## config.mk

```make
export PLATFORM = sky130hd
export DESIGN_NAME = word_shift_serializer
export DESIGN_NICKNAME = d
export VERILOG_FILES = /design/src/rtl/word_shift_ser_pkg.sv /design/src/rtl/word_shift_ser_cnt.sv /design/src/rtl/word_shift_serializer.sv
export SDC_FILE = /design/constraint.sdc
export NUM_CORES = 1
export LEC_CHECK = 0
export CAP_MARGIN = 15
export CORE_MARGIN = 10
export CORE_UTILIZATION = 35
export DETAILED_ROUTE_END_ITERATION = 6
export GPL_TIMING_DRIVEN = 0
export SYNTH_ARGS = -nofsm -noshare
export SYNTH_HDL_FRONTEND = slang
export SYNTH_HIERARCHICAL = 1
export SYNTH_SLANG_ARGS = --single-unit
```

## constraint.sdc

```tcl
create_clock -name clk -period 2.45 [get_ports clk]
set_input_delay 0.3675 -clock clk [delete_from_list [all_inputs] [get_ports clk]]
set_output_delay 0.3675 -clock clk [all_outputs]
set_load 0.1 [all_outputs]
```

## src/rtl/word_shift_ser_pkg.sv

```systemverilog
// Shared types and helpers for the word shift serializer.
package word_shift_ser_pkg;

    typedef enum logic [1:0] {
        ST_IDLE   = 2'd0,
        ST_SHIFT  = 2'd1,
        ST_PARITY = 2'd2
    } state_e;

    // Counter width able to hold 0..width inclusive.
    function automatic int unsigned cnt_w(input int unsigned width);
        return $clog2(width + 1);
    endfunction

endpackage

```

## src/rtl/word_shift_ser_cnt.sv

```systemverilog
// Beat counter: synchronous clear (dominant), increment enable, saturates at WIDTH.
module word_shift_ser_cnt
    import word_shift_ser_pkg::*;
#(
    parameter int unsigned WIDTH = 16,
    parameter int unsigned CW    = cnt_w(WIDTH)
) (
    input  logic          clk,
    input  logic          rst,
    input  logic          clr_i,
    input  logic          en_i,
    output logic [CW-1:0] count_o,
    output logic          last_o
);

    logic [CW-1:0] count_q, count_d;

    always_comb begin
        count_d = count_q;
        if (clr_i) begin
            count_d = '0;
        end else if (en_i && (count_q != CW'(WIDTH))) begin
            count_d = count_q + CW'(1);
        end
    end

    always_ff @(posedge clk or posedge rst) begin
        if (rst) begin
            count_q <= '0;
        end else begin
            count_q <= count_d;
        end
    end

    assign count_o = count_q;
    assign last_o  = (count_q == CW'(WIDTH - 1));

endmodule

```

## src/rtl/word_shift_serializer.sv

```systemverilog
// Parallel-to-serial word shifter with valid/ready handshakes and frame markers.
// Optional trailing even-parity beat when PARITY_EN is defined.
module word_shift_serializer
    import word_shift_ser_pkg::*;
#(
    parameter int unsigned WIDTH     = 16,
    parameter bit          MSB_FIRST = 1'b1
) (
    input  logic             clk,
    input  logic             rst,
    input  logic             in_valid,
    output logic             in_ready,
    input  logic [WIDTH-1:0] in_data,
    input  logic             clr,
    input  logic             hold,
    output logic             ser_valid,
    input  logic             ser_ready,
    output logic             ser_out,
    output logic             frame_start,
    output logic             frame_end,
    output logic             busy
);

    localparam int unsigned CW = cnt_w(WIDTH);

    state_e            state_q, state_d;
    logic [WIDTH-1:0]  sreg_q, sreg_d;
    logic [WIDTH-1:0]  shifted;
    logic [CW-1:0]     count;
    logic              last;
    logic              data_bit;
    logic              beat;
    logic              load;
    logic              done;
    logic              final_beat;

    generate
        if (MSB_FIRST) begin : g_msb
            assign shifted  = {sreg_q[WIDTH-2:0], 1'b0};
            assign data_bit = sreg_q[WIDTH-1];
        end else begin : g_lsb
            assign shifted  = {1'b0, sreg_q[WIDTH-1:1]};
            assign data_bit = sreg_q[0];
        end
    endgenerate

    assign busy      = (state_q != ST_IDLE);
    // clr also withdraws valid so a dropped word never completes a handshake.
    assign ser_valid = busy & ~hold & ~clr;
    assign beat      = ser_valid & ser_ready;

`ifdef PARITY_EN
    logic parity_q, parity_d;

    assign final_beat = (state_q == ST_PARITY);
    assign ser_out    = final_beat ? parity_q : data_bit;
`else
    assign final_beat = (state_q == ST_SHIFT) & last;
    assign ser_out    = data_bit;
`endif

    assign done        = beat & final_beat;
    assign in_ready    = (state_q == ST_IDLE) ? ~clr : done;
    assign load        = in_valid & in_ready;
    assign frame_start = ser_valid & (state_q == ST_SHIFT) & (count == '0);
    assign frame_end   = ser_valid & final_beat;

    word_shift_ser_cnt #(
        .WIDTH (WIDTH),
        .CW    (CW)
    ) u_cnt (
        .clk     (clk),
        .rst     (rst),
        .clr_i   (clr | load | done),
        .en_i    (beat),
        .count_o (count),
        .last_o  (last)
    );

    // Next state: clr > load > beat.
    always_comb begin
        state_d = state_q;
        sreg_d  = sreg_q;
`ifdef PARITY_EN
        parity_d = parity_q;
`endif
        if (clr) begin
            state_d = ST_IDLE;
            sreg_d  = '0;
        end else if (load) begin
            state_d = ST_SHIFT;
            sreg_d  = in_data;
`ifdef PARITY_EN
            parity_d = ^in_data;
`endif
        end else if (beat) begin
            sreg_d = shifted;
            if (done) begin
                state_d = ST_IDLE;
`ifdef PARITY_EN
            end else if ((state_q == ST_SHIFT) && last) begin
                state_d = ST_PARITY;
`endif
            end
        end
    end

    always_ff @(posedge clk or posedge rst) begin
        if (rst) begin
            state_q <= ST_IDLE;
            sreg_q  <= '0;
`ifdef PARITY_EN
            parity_q <= 1'b0;
`endif
        end else begin
            state_q <= state_d;
            sreg_q  <= sreg_d;
`ifdef PARITY_EN
            parity_q <= parity_d;
`endif
        end
    end

endmodule

```

=== Yosys cells after proc, flatten, opt, wreduce, memory -nomap -nowiden ===
Index checks and enable logic that the tools add are counted.

* Register bits after elaboration: 23
* Bits in latches: 0
* Memory bits (writable): 0
* Memory bits (read-only): 0
* Input port bits: 22
* Output and inout port bits: 6
* Logic and storage cells: 38
* Memories kept: 0

* Add/sub/neg operators: 1
* Multipliers: 0
* Divide/modulo/power cells: 0
* Magnitude comparators: 0
* Equality and inequality tests: 3
* Shifts and indexed selects: 0
* Muxes and demuxes: 10
* Bitwise logic cells: 13
* Reduce and logical (&&, ||, !) cells: 8

{| class="wikitable"
|+ Operators by type and width
! operator !! number
|-
| $mux 16 || 3
|-
| $mux 5 || 2
|-
| $and 1x1->1 || 9
|-
| $mux 2 || 4
|-
| $reduce_bool 3->1 || 2
|-
| $add 5x1->5 const B || 1
|-
| $eq 5x4->1 const B || 1
|-
| $logic_not 5->1 || 1
|-
| $ne 5x5->1 const B || 1
|-
| $reduce_bool 2->1 || 2
|-
| $eq 2x1->1 const B || 1
|-
| $logic_not 2->1 || 1
|-
| $not 1->1 || 2
|-
| $or 1x1->1 || 2
|-
| $reduce_and 2->1 || 1
|-
| $logic_and 1x1->1 || 1
|-
| $mux 1 || 1
|}

=== Logic depth before layout (Yosys ltp) ===
* Word-level depth: 10
* Mapped depth: 10
* Depth with buffers taken out: 8

=== Modules after synthesis ===
Netlist, hierarchy kept.

{| class="wikitable"
|+ Modules (own cells, without submodules)
! module !! times used !! cells an instance !! area each (µm²) !! sequential area each (µm²)
|-
| word_shift_serializer || 1 || 101 || 1064.8 || 425.4
|-
| word_shift_ser_cnt || 1 || 30 || 297.8 || 125.1
|}

=== Worst setup path after synthesis ===
OpenSTA, ideal clock, no wires.

* Path kind: reg-to-output
* From: register state_q[0]
* To: output port frame_start
* Arrival time: 4867 ps
* Required time: 2082 ps
* Slack: -2784 ps
* Cell stages (with the launch flop): 4
* Path buffers: 0
* Cell sequence: dfrtp_1 > nor3b_1 > nand2_1 > nor2_1

* Cells in the longest elaborated chain, start to end: 5
* Elaborated cells on any way between the ends: 6
* Classes of those cells: eq/ne: 1; bitwise: 4; reduce/logical: 1

{| class="wikitable"
|+ RTL lines
! element !! RTL line !! RTL
|-
| start, declared || word_shift_serializer.sv:26 || <nowiki>state_e state_q, state_d;</nowiki>
|-
| start signal, assigned || word_shift_serializer.sv:116 || <nowiki>state_q <= state_d;</nowiki>
|-
| $reduce_bool 2->1 || word_shift_serializer.sv:47 || <nowiki>assign busy = (state_q != ST_IDLE);</nowiki>
|-
| $and 1x1->1 (2 in a row) || word_shift_serializer.sv:49 || <nowiki>assign ser_valid = busy & ~hold & ~clr;</nowiki>
|-
| via ser_valid || word_shift_serializer.sv:16 || <nowiki>output logic ser_valid,</nowiki>
|-
| $and 1x1->1 (2 in a row) || word_shift_serializer.sv:65 || <nowiki>assign frame_start = ser_valid & (state_q == ST_SHIFT) & (count == '0);</nowiki>
|-
| end, declared || word_shift_serializer.sv:19 || <nowiki>output logic frame_start,</nowiki>
|}

The timed path passes the listed nets, and every way through them passes these cells.

=== Final worst setup path ===
* From: register u_cnt.count_q[1] (netlist: u_cnt/count_o[1])
* To: register u_cnt.count_q[0] (netlist: u_cnt/count_o[0])

* Cells in the longest elaborated chain, start to end: 8
* Elaborated cells on any way between the ends: 11
* Classes of those cells: eq/ne: 2; mux: 2; bitwise: 5; reduce/logical: 2

{| class="wikitable"
|+ RTL lines
! element !! RTL line !! RTL
|-
| start, declared || word_shift_ser_cnt.sv:16 || <nowiki>logic [CW-1:0] count_q, count_d;</nowiki>
|-
| start signal, assigned || word_shift_ser_cnt.sv:31 || <nowiki>count_q <= count_d;</nowiki>
|-
| $eq 5x4->1 (*) || word_shift_ser_cnt.sv:36 || <nowiki>assign last_o = (count_q == CW'(WIDTH - 1));</nowiki>
|-
| via last || word_shift_serializer.sv:30 || <nowiki>logic last;</nowiki>
|-
| $and 1x1->1 (*) || word_shift_serializer.sv:58 || <nowiki>assign final_beat = (state_q == ST_SHIFT) & last;</nowiki>
|-
| $and 1x1->1 (*) || word_shift_serializer.sv:62 || <nowiki>assign done = beat & final_beat;</nowiki>
|-
| $mux 1 || word_shift_serializer.sv:63 || <nowiki>assign in_ready = (state_q == ST_IDLE) ? ~clr : done;</nowiki>
|-
| $and 1x1->1 || word_shift_serializer.sv:64 || <nowiki>assign load = in_valid & in_ready;</nowiki>
|-
| $or 1x1->1 || word_shift_serializer.sv:74 || <nowiki>.clr_i (clr | load | done),</nowiki>
|-
| $or 1x1->1 (*) || word_shift_serializer.sv:74 ||
|-
| $mux 5 or $reduce_bool 2->1 (tied branches) || -- ||
|}

The timed path passes the listed nets; every way through them passes the cells marked *.
A chain may end at the register's enable or synchronous reset.

==> impl_metrics.py <==
metrics = {
    "yosys": {
        "netlist_instances": 131,
        "synth_area_leaders": "dfrtp_1 40%, mux2i_1 23%, inv_1 6.3%",
        "synthesis.area_mm2": 0.00136,
        "synth_fp_nets": 156,
        "synth_top_cell_by_area": "dfrtp_1",
        "yosys_register_bits": 22,
        "async_flop_share": 1.00,
        "synth_top_cell_area_share": 0.404,
        "synth-edff-count": 0,
        "avgSynthCellArea_um2": 10.4,
        "yosys_warnings": 6,
        "yosysUniqueCellTypes": 31,
        "post-synth-top-count-cell": "mux2i_1",
        "synth-seq-area-share": 0.404,
        "synthTopCellsByCount": "31 x mux2i_1, 23 x inv_1, 22 x dfrtp_1",
        "ys.flop_type": "dfrtp_1",
    },
    "setup_path": {
        "required_ns": 2.60,
        "cp.arrival_ns": 2.48,
        "r2r-end": "u_cnt/count_o[0]$_DFFE_PP0P_",
        "end_kind": "flop",
        "r2r-start": "u_cnt/count_o[1]$_DFFE_PP0P_",
        "r2r_setup_slack_ns": 0.12,
        "crit_path_start_kind": "flop",
        "worstRegToRegCells": 10,
        "crit_type": "reg2reg",
        "path_max_fanout": 10,
    },
    "clocking": {
        "clockBufferDepth": 2,
        "clkSinkCount": 22,
        "cts_htree_levels": 1,
        "cts_setup_buffers": 0,
        "clock_latency_ns": 0.26,
        "cts_buffers": 3,
        "clkSlewWorstSetupHoldPaths_ns": 0.08,
        "cts_tree": "done",
        "cts_root_buf": "clkbuf_8",
    },
    "layout": {
        "num-nets-final": 188,
        "fin_util": 0.480,
        "n_fill_cell": 366,
        "multi_input_area_um2": 694,
        "n_antenna_cell": 0,
        "drive_above_1_share": 0.154,
        "area_growth_pct": 31.0,
        "layoutNonFillerInstCount": 210,
        "regArea_um2": 556,
        "fin_area_mm2": 0.00179,
    },
    "timing": {
        "grt_setup_unrepaired": "false",
        "maxSlewViolCount": 0,
        "setup_viol": 0,
        "hold_viol": 0,
        "post-route-period-util": 0.949,
        "skew_ns": 0.00227,
        "fin_setup_tns_ns": 0,
        "fin_crit_ns": 2.33,
        "slew_headroom": 0.348,
        "hold_ws_ns": 0.341,
        "setup_ws_ns": 0.125,
        "tightest_slew_ns": 0.974,
        "max_freq_ghz": 0.430,
    },
    "drt": {
        "num_vias": 966,
        "drtIter0Drc": 31,
        "drtAntennaViolNets": 0,
        "wl_um": 2740,
        "drc_errors": 0,
        "wire_per_inst_um": 13.0,
        "post_drt_via_cell_ratio": 4.60,
        "firstDrtPassIters": 4,
    },
    "job": {
        "drv_cap": 0,
    },
    "floorplanning": {
        "die_w_um": 82.4,
        "io_pins": 28,
        "die_h_um": 82.4,
        "die_area_mm2": 0.00679,
        "placementRows": 22,
        "core_mm2": 0.00372,
        "start_util": 0.367,
    },
    "outcome": {
        "outcome": "finished clean",
    },
    "global_route": {
        "grt_first_pass_wirelength_um": 4780,
        "first_global_vias": 997,
        "grt-ovfl-total": 0,
        "antenna_found_initial": 0,
        "grt_use_total": 0.0885,
        "grt_max_degree": 18,
    },
    "placed_design": {
        "dp.cells": 206,
        "dp_hpwl_um": 2180,
        "gp_congestion": 0.728,
        "preCtsSetupSlack_ns": -0.711,
        "portBuffers": 27,
        "placed_area_mm2": 0.00172,
    },
    "pwr": {
        "irDropWorstVdd_v": 0.000231,
        "p_per_area_mw_per_mm2": 506,
        "totalPowerFinal_mw": 0.904,
        "p_leak_nw": 1.06,
    },
    "worst_hold_path": {
        "hold_class": "in2async",
    },
}
-- layer usage --
| metal | GRT usage | wire length [µm] |
|---|---|---|
| met3 | 0.0281 | 174 |
| met1 | 0.113 | 1270 |
| met2 | 0.135 | 1260 |
| met5 | 0 | 0 |
| met4 | 0.0357 | 36 |
-- cell usage in the layout (no fill, tap or decap), types with 2 or more instances in the layout --
| cell type | netlist | layout |
|---|---|---|
| nor2b_1 | 6 | 6 |
| buf_6 | 2 | 2 |
| ha_1 | 3 | 3 |
| inv_1 | 23 | 23 |
| and2b_1 | 9 | 9 |
| buf_2 | 1 | 2 |
| mux2i_1 | 31 | 31 |
| clkbuf_4 | 0 | 3 |
| dfrtp_1 | 22 | 20 |
| nand2b_1 | 2 | 2 |
| clkbuf_8 | 0 | 3 |
| a211oi_1 | 2 | 2 |
| clkdlybuf4s50_1 | 0 | 23 |
| nor2_1 | 7 | 6 |
-- worst max-delay path: stages (launching register included) --
cell,delay (ns)
dfrtp_2,0.43
ha_1,0.21
and3_1,0.17
ha_1,0.24
nand3b_4,0.11
a211o_1,0.31
buf_6,0.15
buf_12,0.15
nand2_2,0.13
nor2_1,0.06
mux2_4,0.26
-- power breakdown --
part | internal [mW] | switching (mW) | leakage (nW)
combinational | 0.0802 | 0.0889 | 0.727
clock | 0.218 | 0.119 | 0.0357
sequential | 0.385 | 0.0125 | 0.293
-- flip-flops by register name (all words and copies together) (netlist names) --
signal,count
sreg_q,16
u_cnt/count_o,5
state_q,1
-- timing repair --
item,in CTS,in global routing
setup endpoints to repair,6,6
gates resized for setup,19,8
pin swaps,0,0
hold buffers,0,0
-- worst max-delay path by stage --
stage,start,endpoint,slack [ns],cells after the start
CTS,clr,frame_start,0.003,6
floorplan,state_q[0]$_DFFE_PP0P_,frame_start,-0.25,3
global placement,clr,frame_start,-0.65,6
detailed placement,clr,frame_start,-0.71,6
finish,u_cnt/count_o[1]$_DFFE_PP0P_,u_cnt/count_o[0]$_DFFE_PP0P_,0.12,10
global route,u_cnt/count_o[1]$_DFFE_PP0P_,u_cnt/count_o[0]$_DFFE_PP0P_,0.02,10
-- area by class of cell --
cell class / instances / share of cell area
multi-input cells: 79 / 0.389
flip-flops and latches: 22 / 0.311
repair buffers: 27 / 0.144
inverters: 24 / 0.0505
well taps: 48 / 0.0336
plain buffers: 6 / 0.0315
clock buffers: 3 / 0.0231
clock inverters: 1 / 0.0168
-- logic make-up (layout without fill, tap and decap cells) --
kind of cell | Yosys count | count (layout) | share of synthesized area
and+or+nand+nor | 34 | 34 | 0.164
muxes | 33 | 33 | 0.247
adders and majority gates | 3 | 3 | 0.0276
buffers and inverters | 30 | 61 | 0.107
xor gates and xnor gates | 1 | 1 | 0.00643
AOI/OAI and AO/OA | 8 | 8 | 0.0441
DFF | 22 | 22 | 0.404
Power figures use the tool's default switching activity.
